`config.mk`:
```
export PLATFORM = sky130hd
export DESIGN_NAME = bcd_timekeeper
export DESIGN_NICKNAME = d
export VERILOG_FILES = /design/src/rtl/bcd_timekeeper.sv
export SDC_FILE = /design/constraint.sdc
export NUM_CORES = 1
export LEC_CHECK = 0
export ABC_AREA = 1
export BUFFER_PORTS_ARGS = -buffer_cell sky130_fd_sc_hd__buf_2
export CELL_PAD_IN_SITES_DETAIL_PLACEMENT = 0
export CELL_PAD_IN_SITES_GLOBAL_PLACEMENT = 1
export CORE_UTILIZATION = 41
export CTS_BUF_LIST = sky130_fd_sc_hd__clkbuf_8
export CTS_CLUSTER_SIZE = 40
export DETAILED_ROUTE_END_ITERATION = 16
export PLACE_DENSITY_LB_ADDON = 0.12
export SETUP_SLACK_MARGIN = 0.4
export SYNTH_ARGS = -nofsm -noshare
export SYNTH_HDL_FRONTEND = slang
export SYNTH_SLANG_ARGS = --single-unit
```
`constraint.sdc`:
```
create_clock -name clk -period 2.1 [get_ports clk]
set_input_delay 0.105 -clock clk [delete_from_list [all_inputs] [get_ports clk]]
set_output_delay 0.105 -clock clk [all_outputs]
set_load 0.02 [all_outputs]
```
`src/rtl/bcd_timekeeper.sv`:
```
// BCD hh:mm:ss time-of-day counter with a once-per-second prescaler,
// validated load port and a self-clearing alarm ring request.
module bcd_timekeeper #(
  parameter int CLK_HZ    = 100000000,
  parameter int RING_SECS = 60
) (
  input  logic        clk,
  input  logic        rst_n,
  input  logic        load,
  input  logic [23:0] load_time,
  input  logic        run_en,
  input  logic [23:0] alarm_time,
  input  logic        alarm_en,
  input  logic        alarm_ack,
  output logic [23:0] time_bcd,
  output logic        sec_tick,
  output logic        alarm_ring,
  output logic        load_err
);

  localparam int              PW        = (CLK_HZ > 1) ? $clog2(CLK_HZ) : 1;
  localparam logic [PW-1:0]   PRE_LAST  = PW'(CLK_HZ - 1);
  localparam logic [7:0]      RING_LAST = 8'(RING_SECS);

  typedef struct packed {
    logic [3:0] ht;
    logic [3:0] ho;
    logic [3:0] mt;
    logic [3:0] mo;
    logic [3:0] st;
    logic [3:0] so;
  } hms_t;

  typedef enum logic {
    IDLE,
    RINGING
  } ring_state_t;

  function automatic logic time_valid(input hms_t t);
    return (t.ht <= 4'd2) && (t.ho <= 4'd9) && ((t.ht != 4'd2) || (t.ho <= 4'd3)) &&
           (t.mt <= 4'd5) && (t.mo <= 4'd9) && (t.st <= 4'd5) && (t.so <= 4'd9);
  endfunction

  // Ripple carry through the digits; hours roll 23 -> 00 as a BCD pair.
  function automatic hms_t time_inc(input hms_t t);
    hms_t n;
    n = t;
    if (t.so != 4'd9) begin
      n.so = t.so + 4'd1;
    end else begin
      n.so = 4'd0;
      if (t.st != 4'd5) begin
        n.st = t.st + 4'd1;
      end else begin
        n.st = 4'd0;
        if (t.mo != 4'd9) begin
          n.mo = t.mo + 4'd1;
        end else begin
          n.mo = 4'd0;
          if (t.mt != 4'd5) begin
            n.mt = t.mt + 4'd1;
          end else begin
            n.mt = 4'd0;
            if ((t.ht == 4'd2) && (t.ho == 4'd3)) begin
              n.ht = 4'd0;
              n.ho = 4'd0;
            end else if (t.ho == 4'd9) begin
              n.ht = t.ht + 4'd1;
              n.ho = 4'd0;
            end else begin
              n.ho = t.ho + 4'd1;
            end
          end
        end
      end
    end
    return n;
  endfunction

  hms_t          cur_q;
  hms_t          load_t;
  logic [PW-1:0] pre_q;
  logic          sec_tick_q;
  logic          load_err_q;
  logic          upd_q;
  logic          load_ok;
  logic          load_bad;
  logic          tick;
  logic          step;
  logic          match;
  ring_state_t   state_q, state_d;
  logic [7:0]    ring_cnt_q, ring_cnt_d;

  assign load_t   = hms_t'(load_time);
  assign load_ok  = load && time_valid(load_t);
  assign load_bad = load && !time_valid(load_t);
  assign tick     = run_en && (pre_q == PRE_LAST);
  // A valid load on the tick cycle swallows that second's increment.
  assign step     = tick && !load_ok;
  // Equality only counts on the cycle right after the time was updated.
  assign match    = upd_q && alarm_en && (cur_q == hms_t'(alarm_time));

  // NOTE: sequential state uses non-blocking assignments so every flop
  // samples the pre-edge values, independent of statement order.
  always_ff @(posedge clk or negedge rst_n) begin
    if (!rst_n) begin
      cur_q      <= '0;
      pre_q      <= '0;
      sec_tick_q <= 1'b0;
      load_err_q <= 1'b0;
      upd_q      <= 1'b0;
    end else begin
      if (load_ok) begin
        pre_q <= '0;
      end else if (run_en) begin
        pre_q <= (pre_q == PRE_LAST) ? '0 : pre_q + 1'b1;
      end

      if (load_ok) begin
        cur_q <= load_t;
      end else if (step) begin
        cur_q <= time_inc(cur_q);
      end

      if (load_ok) begin
        load_err_q <= 1'b0;
      end else if (load_bad) begin
        load_err_q <= 1'b1;
      end

      sec_tick_q <= step;
      upd_q      <= step || load_ok;
    end
  end

  always_ff @(posedge clk or negedge rst_n) begin
    if (!rst_n) begin
      state_q    <= IDLE;
      ring_cnt_q <= '0;
    end else begin
      state_q    <= state_d;
      ring_cnt_q <= ring_cnt_d;
    end
  end

  // NOTE: every always_comb output gets a default first so no path can
  // leave it unassigned and infer a latch.
  always_comb begin
    state_d    = state_q;
    ring_cnt_d = ring_cnt_q;
    unique case (state_q)
      IDLE: begin
        if (match) begin
          state_d    = RINGING;
          ring_cnt_d = '0;
        end
      end
      RINGING: begin
        if (alarm_ack || !alarm_en || (ring_cnt_q == RING_LAST)) begin
          state_d    = IDLE;
          ring_cnt_d = '0;
        end else if (match) begin
          ring_cnt_d = '0;
        end else if (step) begin
          ring_cnt_d = ring_cnt_q + 8'd1;
        end
      end
      default: begin
        state_d    = IDLE;
        ring_cnt_d = '0;
      end
    endcase
  end

  assign time_bcd   = cur_q;
  assign sec_tick   = sec_tick_q;
  assign load_err   = load_err_q;
  assign alarm_ring = (state_q == RINGING);

endmodule

```
==> impl_results.md, run 1 <==
- Outcome: finished clean
- Initial antenna violation count: 0
- Num CTS Buffers: 9
- # diodes: 0
- Mapped Nets: 692
- Startpoint class of the critical path: flop
- Maximum vdd drop: 340 uV
- Max FO, Critical Path: 5
- Setup-violating endpoint count in the final report: 0
- Register clock-pin slew on the reported worst setup and hold paths: ~0.09 ns
- Fraction of layout cells with a size suffix above 1: approximately a quarter
- Vias: 4575
- Worst-margin pin slew: 0.595 ns
- Row count: 37
- Crit path time final: between 1.5 and 2 ns
- RSZ-0062 raised after global routing: yes
- Synth Cell Area: 4300 um2
- Post-synth top area cell: dfrtp_1
- DR WL/cell: 14.1 um
- Die Height: 104 um
- Yosys warns: 0
- Fill cells: 1018
- Relative slew margins: 60.4%
- Gr ovfl total: 0
- Synthesized area per cell: 6.81 um2
- Kind of critical path: reg -> reg
- Fmax: 539 MHz
- Num ports: 81
- Min-Delay Path Depth: 3
- Clock Skews: 0.0143 ns
- Register bit total from synthesis: 63
- Place WS: roughly 0.11 ns
- Required @ worst endpoint: 2.33 ns
- DRT iter0 DRCs: 231
- Vias in the first global route: 4513
- Die footprint: 10900 um2
- CTS Root Cell: clkbuf_8
- Final worst setup slack: 0.244 ns
- Power Density: 583 nW/um2
- Async SR Flop Fraction: between 90% and 100%
- Post-synthesis cell count: 631
- Arrival time worst endpoint: 2.09 ns
- Sequential area share after synthesis: 36.7%
- Clock sink count: 63
- First-pass GRT wire length: 20900 um
- EDFF count, synth: 0
- Largest net degree at the start of global routing: 43
- Dpl cells: roughly 860
- Reg2reg path depth: 11
- Worst-Skew Late Latency: 0.35 ns
- Share of the synthesized area in the top cell type: a little under two fifths
- Post-DP HPWL: 9410 um
- Leak: a little under 3 nW
- Initial Utilization: between 40% and 50%
- Syn-to-layout area delta: 31.8%
- Setup TNS: 0 ns
- DRC violations left: 0
- Final hold vios: 0
- Clock Tree Buf Depth: 2
- RePlAce Congestion: approximately 0.84
- Synth area leaders: dfrtp_1 (37%), nand2_1 (15%), inv_1 (6.7%), nor2_1 (6.5%), nand3_1 (5.9%)
- CP Capture Type: flop
- Placed inst area: between 5000 and 6000 um2
- Min Hold Slack: 0.0137 ns
- Total Routing Usage GR: a little under a quarter
- Pins Over Slew Limit: 0
- CTS HTree Levels: 3
- Worst hold path class: in -> reg
- Final period util: between 80% and 90%
- Fin nets: between 800 and 900
- Unique masters post-synth: 38
- PortBufs: 80
- Post-Route WL: 12700 um
- Vias per std cell: 5.08
- Std-Cell Core Area: 10200 um2
- Die W: 104 um
- Top cells by instance count after synthesis: nand2_1 (175), inv_1 (77), nor2_1 (74)
- CTS tree: done
- Routed Antenna Nets: 0
- Final Instance Area: 5670 um2
- Max cap viols: 0
- Prevailing post-synth register cell: dfrtp_1
- Drt first pass iters: 6
- Flop2flop setup slack: 0.24 ns
- Most instantiated library cell after synthesis: nand2_1
- Non-filler cells, final: 901
path summary, 6_finish.rpt:
kind | from | to
worst max-delay path | pre_q[1]$_DFFE_PN0P_ | pre_q[26]$_DFFE_PN0P_
worst min-delay path | load_time[0] | time_bcd[0]$_DFFE_PN0P_
worst max register to register | pre_q[1]$_DFFE_PN0P_ | pre_q[26]$_DFFE_PN0P_
worst min register to register | load_err$_DFFE_PN0P_ | load_err$_DFFE_PN0P_
max in group asynchronous | rst_n | pre_q[9]$_DFFE_PN0P_
min in group asynchronous | rst_n | time_bcd[16]$_DFFE_PN0P_
per-stage QoR:
step	utilization (%)	total power, W
floorplan	-	0.00178
global placement	48.9	0.00198
detailed placement	48.9	0.00199
CTS	53.4	0.00329
global route	55.4	0.00347
finish	55.4	0.00330
placed cells by master, fill, tap and decap left out, drive strengths merged, types with 6 or more instances in the layout:
cell type / n
nand2: 179
nor2: 79
dfrtp: 63
clkbuf: 9
a21oi: 14
nand3: 53
ha: 7
xor2: 23
a31oi: 6
nor3: 20
inv: 83
nand4: 18
buf: 125
o21ai: 55
where the power goes:
group	switching, W	internal, W
Sequential	0.000148	0.00133
Clock	0.000538	0.000673
Combinational	0.000326	0.000289
per-layer routing:
layer	GRT usage [%]	wire length (um)	up-vias
met4	10.7	342	0
met2	42.0	6260	102
met3	2.88	411	23
met5	0	0	-
met1	29.3	5700	2137
li1	-	-	2313
layout make-up:
| cell class | instances | area, um2 | area share [%] |
|---|---|---|---|
| Clock buffer | 9 | 124 | 2.19 |
| Clock inverter | 7 | 97.6 | 1.72 |
| Inverter | 82 | 312 | 5.50 |
| Multi-Input combinational cell | 478 | 2580 | 45.5 |
| Sequential cell | 63 | 1580 | 27.9 |
| Tap cell | 136 | 170 | 3.00 |
| Timing Repair Buffer | 126 | 801 | 14.1 |
sequential cells by signal, summed over array words and instances (netlist names):
name        flops
pre_q          27
time_bcd       24
ring_cnt_q      8
alarm_ring      1
load_err        1
sec_tick        1
upd_q           1
worst max-delay path, stage by stage, from the launching register on:
cell and delay, ns:
dfrtp_1 0.40, ha_4 0.17, nand3_4 0.09, nor3_4 0.22, buf_4 0.18, nand2_4 0.06, nor2_4 0.19, nand3_2 0.13
nor2_1 0.10, nand2_1 0.05, nand3_1 0.07, o21ai_0 0.07
timing repair:
action                                  in CTS  in global routing
gates cloned                                 2                  0
endpoints found under the setup margin      54                 61
buffers inserted                            10                 13
hold buffers                                 1                  0
hold endpoints to repair                    21                  0
pin swaps                                   23                 12
resized for setup                           36                 32
logic make-up (layout without fill, tap and decap cells):
| kind of cell | count (synthesis) | count (layout) | synth area share [%] |
|---|---|---|---|
| AO/OA/AOI/OAI | 88 | 88 | 11.1 |
| buffers and inverters | 92 | 224 | 8.41 |
| adder cells (fa/ha/maj) | 7 | 7 | 2.04 |
| AND/OR/NAND/NOR | 353 | 355 | 36.1 |
| XOR/XNOR | 28 | 28 | 5.71 |
| flip-flops | 63 | 63 | 36.7 |
Note: power is estimated with default switching activity, not from simulation.
==> run 2: changes to the inputs <==
==> constraint.sdc (replaced) <==
create_clock -name clk -period 2.1 [get_ports clk]
set_input_delay 0.315 -clock clk [delete_from_list [all_inputs] [get_ports clk]]
set_output_delay 0.315 -clock clk [all_outputs]
set_load 0.02 [all_outputs]
==> run 2 against run 1 <==
Effect of this change: design area up 5.1%; die area unchanged; hold slack better by 0.21 ns; largest cell class unchanged; via count up 2.0%; wire length up 6.0%; clock skew about the same; register-to-register slack better by 0.05 ns; sequential share of layout area down 1.3 points; global-route usage up 1.2 points; critical path depth down 2; cell count up 1.4%.
==> impl_results.md, run 2 (synthesis gave the netlist of run 1 again) <==
- Gr ovfl total: 0
- Crit path time final: 1.80 ns
- Max FFs per register: 27
- Clock sink count: 63
- Vias: 4665
- Fmax: 554 MHz
- RePlAce Congestion: 0.879
- Register clock-pin slew on the reported worst setup and hold paths: 0.08 ns
- Relative slew margins: around 74%
- DR WL/cell: 14.8 um
- Final Util: approximately three fifths
- Initial antenna violation count: 0
- RR Endpoint: time_bcd[1]$_DFFE_PN0P_
- Power Density: 552 nW/um2
- PortBufs: 80
- Routed wl met3: 625 um
- Row count: 37
- CP Capture Type: flop
- DRC violations left: 0
- Worst-margin pin slew: 0.388 ns
- Final hold vios: 0
- Outcome: finished clean
- Syn-to-layout area delta: 38.6%
- Worst path cell trace: inv_1 -> nand4_1 -> nor3_2 -> nand3_2 -> nand2_4 -> buf_6 -> buf_8 -> buf_6 -> a31oi_4
- Metal-1 WL: around 5800 um
- Reg2reg path depth: 9
- Multi-input combinational cell area: 2780 um2
- First-pass GRT wire length: 21700 um
- Pins Over Slew Limit: 0
- Startpoint class of the critical path: flop
- Vias in the first global route: roughly 4400
- Largest net degree at the start of global routing: 23
- Reg2reg start: pre_q[17]$_DFFE_PN0P_
- Critical Path Sink: time_bcd[1]$_DFFE_PN0P_
- Commonest non-fill, non-tap cell in the layout: nand2_1
- Fill cells: 1015
- Setup-violating endpoint count in the final report: 0
- Max FO, Critical Path: 6
- Drt first pass iters: 4
- Register name with the most flops: pre_q
- Crit-path leading delay family: simple AND/OR/NAND/NOR gates
- Clock Tree Buf Depth: 2
- Worst stage delay on the critical path: 0.42 ns
- Post-DP HPWL: about 9500 um
- Arrival time worst endpoint: approximately 2.0 ns
- Commonest non-fill, non-tap cells in the layout: nand2_1 (165), buf_2 (80), inv_1 (74)
- Critical Path Most Common Cell: buf_6
- Vias per std cell: 5.10
- Slowest CP cell: dfrtp_1
- Fin nets: 834
- Fraction of layout cells with a size suffix above 1: 31.6%
- CTS HTree Levels: 3
- Met2 WL post-DR: 6880 um
- Std-Cell Core Area: 10200 um2
- Final period util: around 86%
- Setup TNS: 0 ns
- CTS tree: done
- Maximum vdd drop: around 290 uV
- Kind of critical path: reg -> reg
- Clock Skews: 0.0140 ns
- Flop2flop setup slack: 0.30 ns
- Num ports: 81
- RSZ-0062 raised after global routing: yes
- CTS Root Cell: clkbuf_8
- # diodes: 0
- Die footprint: 10900 um2
- Routed Antenna Nets: 0
- Worst-Skew Late Latency: approximately 0.35 ns
- DR top layer: met4
- Worst hold path class: in -> reg
- Num CTS Buffers: 9
- Total Routing Usage GR: 25.2%
- Leak: 2.94 nW
- Required @ worst endpoint: about 2.3 ns
- Post-Route WL: 13500 um
- Crit path depth: 9
- Die Height: 104 um
- Initial Utilization: 42.0%
- Max cap viols: 0
- Die W: 104 um
- WP buf/inv: 4
- DRT iter0 DRCs: 230
- Seq. cell area: 1580 um2
- CP startpoint: pre_q[17]$_DFFE_PN0P_
## run 2: cell types whose count changed in the layout (fill, tap and decap cells not counted), moves of 7 or more
cell | previous run | this run
nand3_1 | 43 | 36
o21ai_0 | 39 | 32
buf_4 | 40 | 48
nor2_1 | 67 | 59
buf_6 | 0 | 7
## run 2: how the worst min path moves through the flow
| stage | from | endpoint | cells after the start | slack, ns |
|---|---|---|---|---|
| 6_report | load_time[0] | time_bcd[0]$_DFFE_PN0P_ | 3 | 0.22 |
| 5_1_grt | load_time[2] | time_bcd[2]$_DFFE_PN0P_ | 3 | 0.23 |
| 4_1_cts | load_time[0] | time_bcd[0]$_DFFE_PN0P_ | 3 | 0.19 |
| 3_5_place_dp | rst_n | time_bcd[17]$_DFFE_PN0P_ | 1 | 0.25 |
| 3_3_place_gp | rst_n | time_bcd[17]$_DFFE_PN0P_ | 1 | 0.25 |
| 2_1_floorplan | rst_n | alarm_ring$_DFF_PN0_ | 0 | 0.02 |
## run 2: what timing repair did
action	4_1_cts	5_1_grt
setup endpoints to repair	59	60
pin swaps	19	32
endpoints found under the hold margin	11	0
gates resized for setup	52	81
gates cloned	2	0
setup buffers	20	15
hold buffers	1	0
## run 2: tightest hold or removal path, cell delays in order
cell and delay, ns:
buf_2 0.09, nand2_1 0.05, o211ai_1 0.08
## run 2: cell type report
| class | count | share of cell area (%) |
|---|---|---|
| Tap cell | 136 | 2.86 |
| Clock inverter | 6 | 1.03 |
| Inverter | 82 | 5.40 |
| Sequential cell | 63 | 26.6 |
| Multi-Input combinational cell | 478 | 46.7 |
| Timing Repair Buffer | 139 | 15.1 |
| Clock buffer | 10 | 2.31 |
## run 2: report_power, final
part / switching (W) / internal [W] / leakage (nW) / total (W)
logic: 0.000385 / 0.000326 / 2.08 / 0.000711
registers: 0.000156 / 0.00133 / 0.770 / 0.00148
clock network: 0.000522 / 0.000574 / 0.0957 / 0.00110
## run 2: through the flow
step / hold slack [ns] / total power [W] / cell area, um2 / setup WS, ns / instances
floorplan: 0.0194 / 0.00178 / 4310 / 0.383 / 631
global placement: 0.246 / 0.00199 / 5000 / 0.0918 / 860
detailed placement: 0.255 / 0.00201 / 5000 / 0.109 / 860
CTS: 0.189 / 0.00321 / 5550 / 0.257 / 899
global route: 0.231 / 0.00347 / 5960 / 0.185 / 914
finish: 0.219 / 0.00329 / 5960 / 0.296 / 914
## run 2: routing by layer
metal,vias to the layer above,GRT usage (%)
met5,-,0
met3,14,4.89
met1,2199,31.3
met4,0,6.94
li1,2339,-
met2,113,44.2
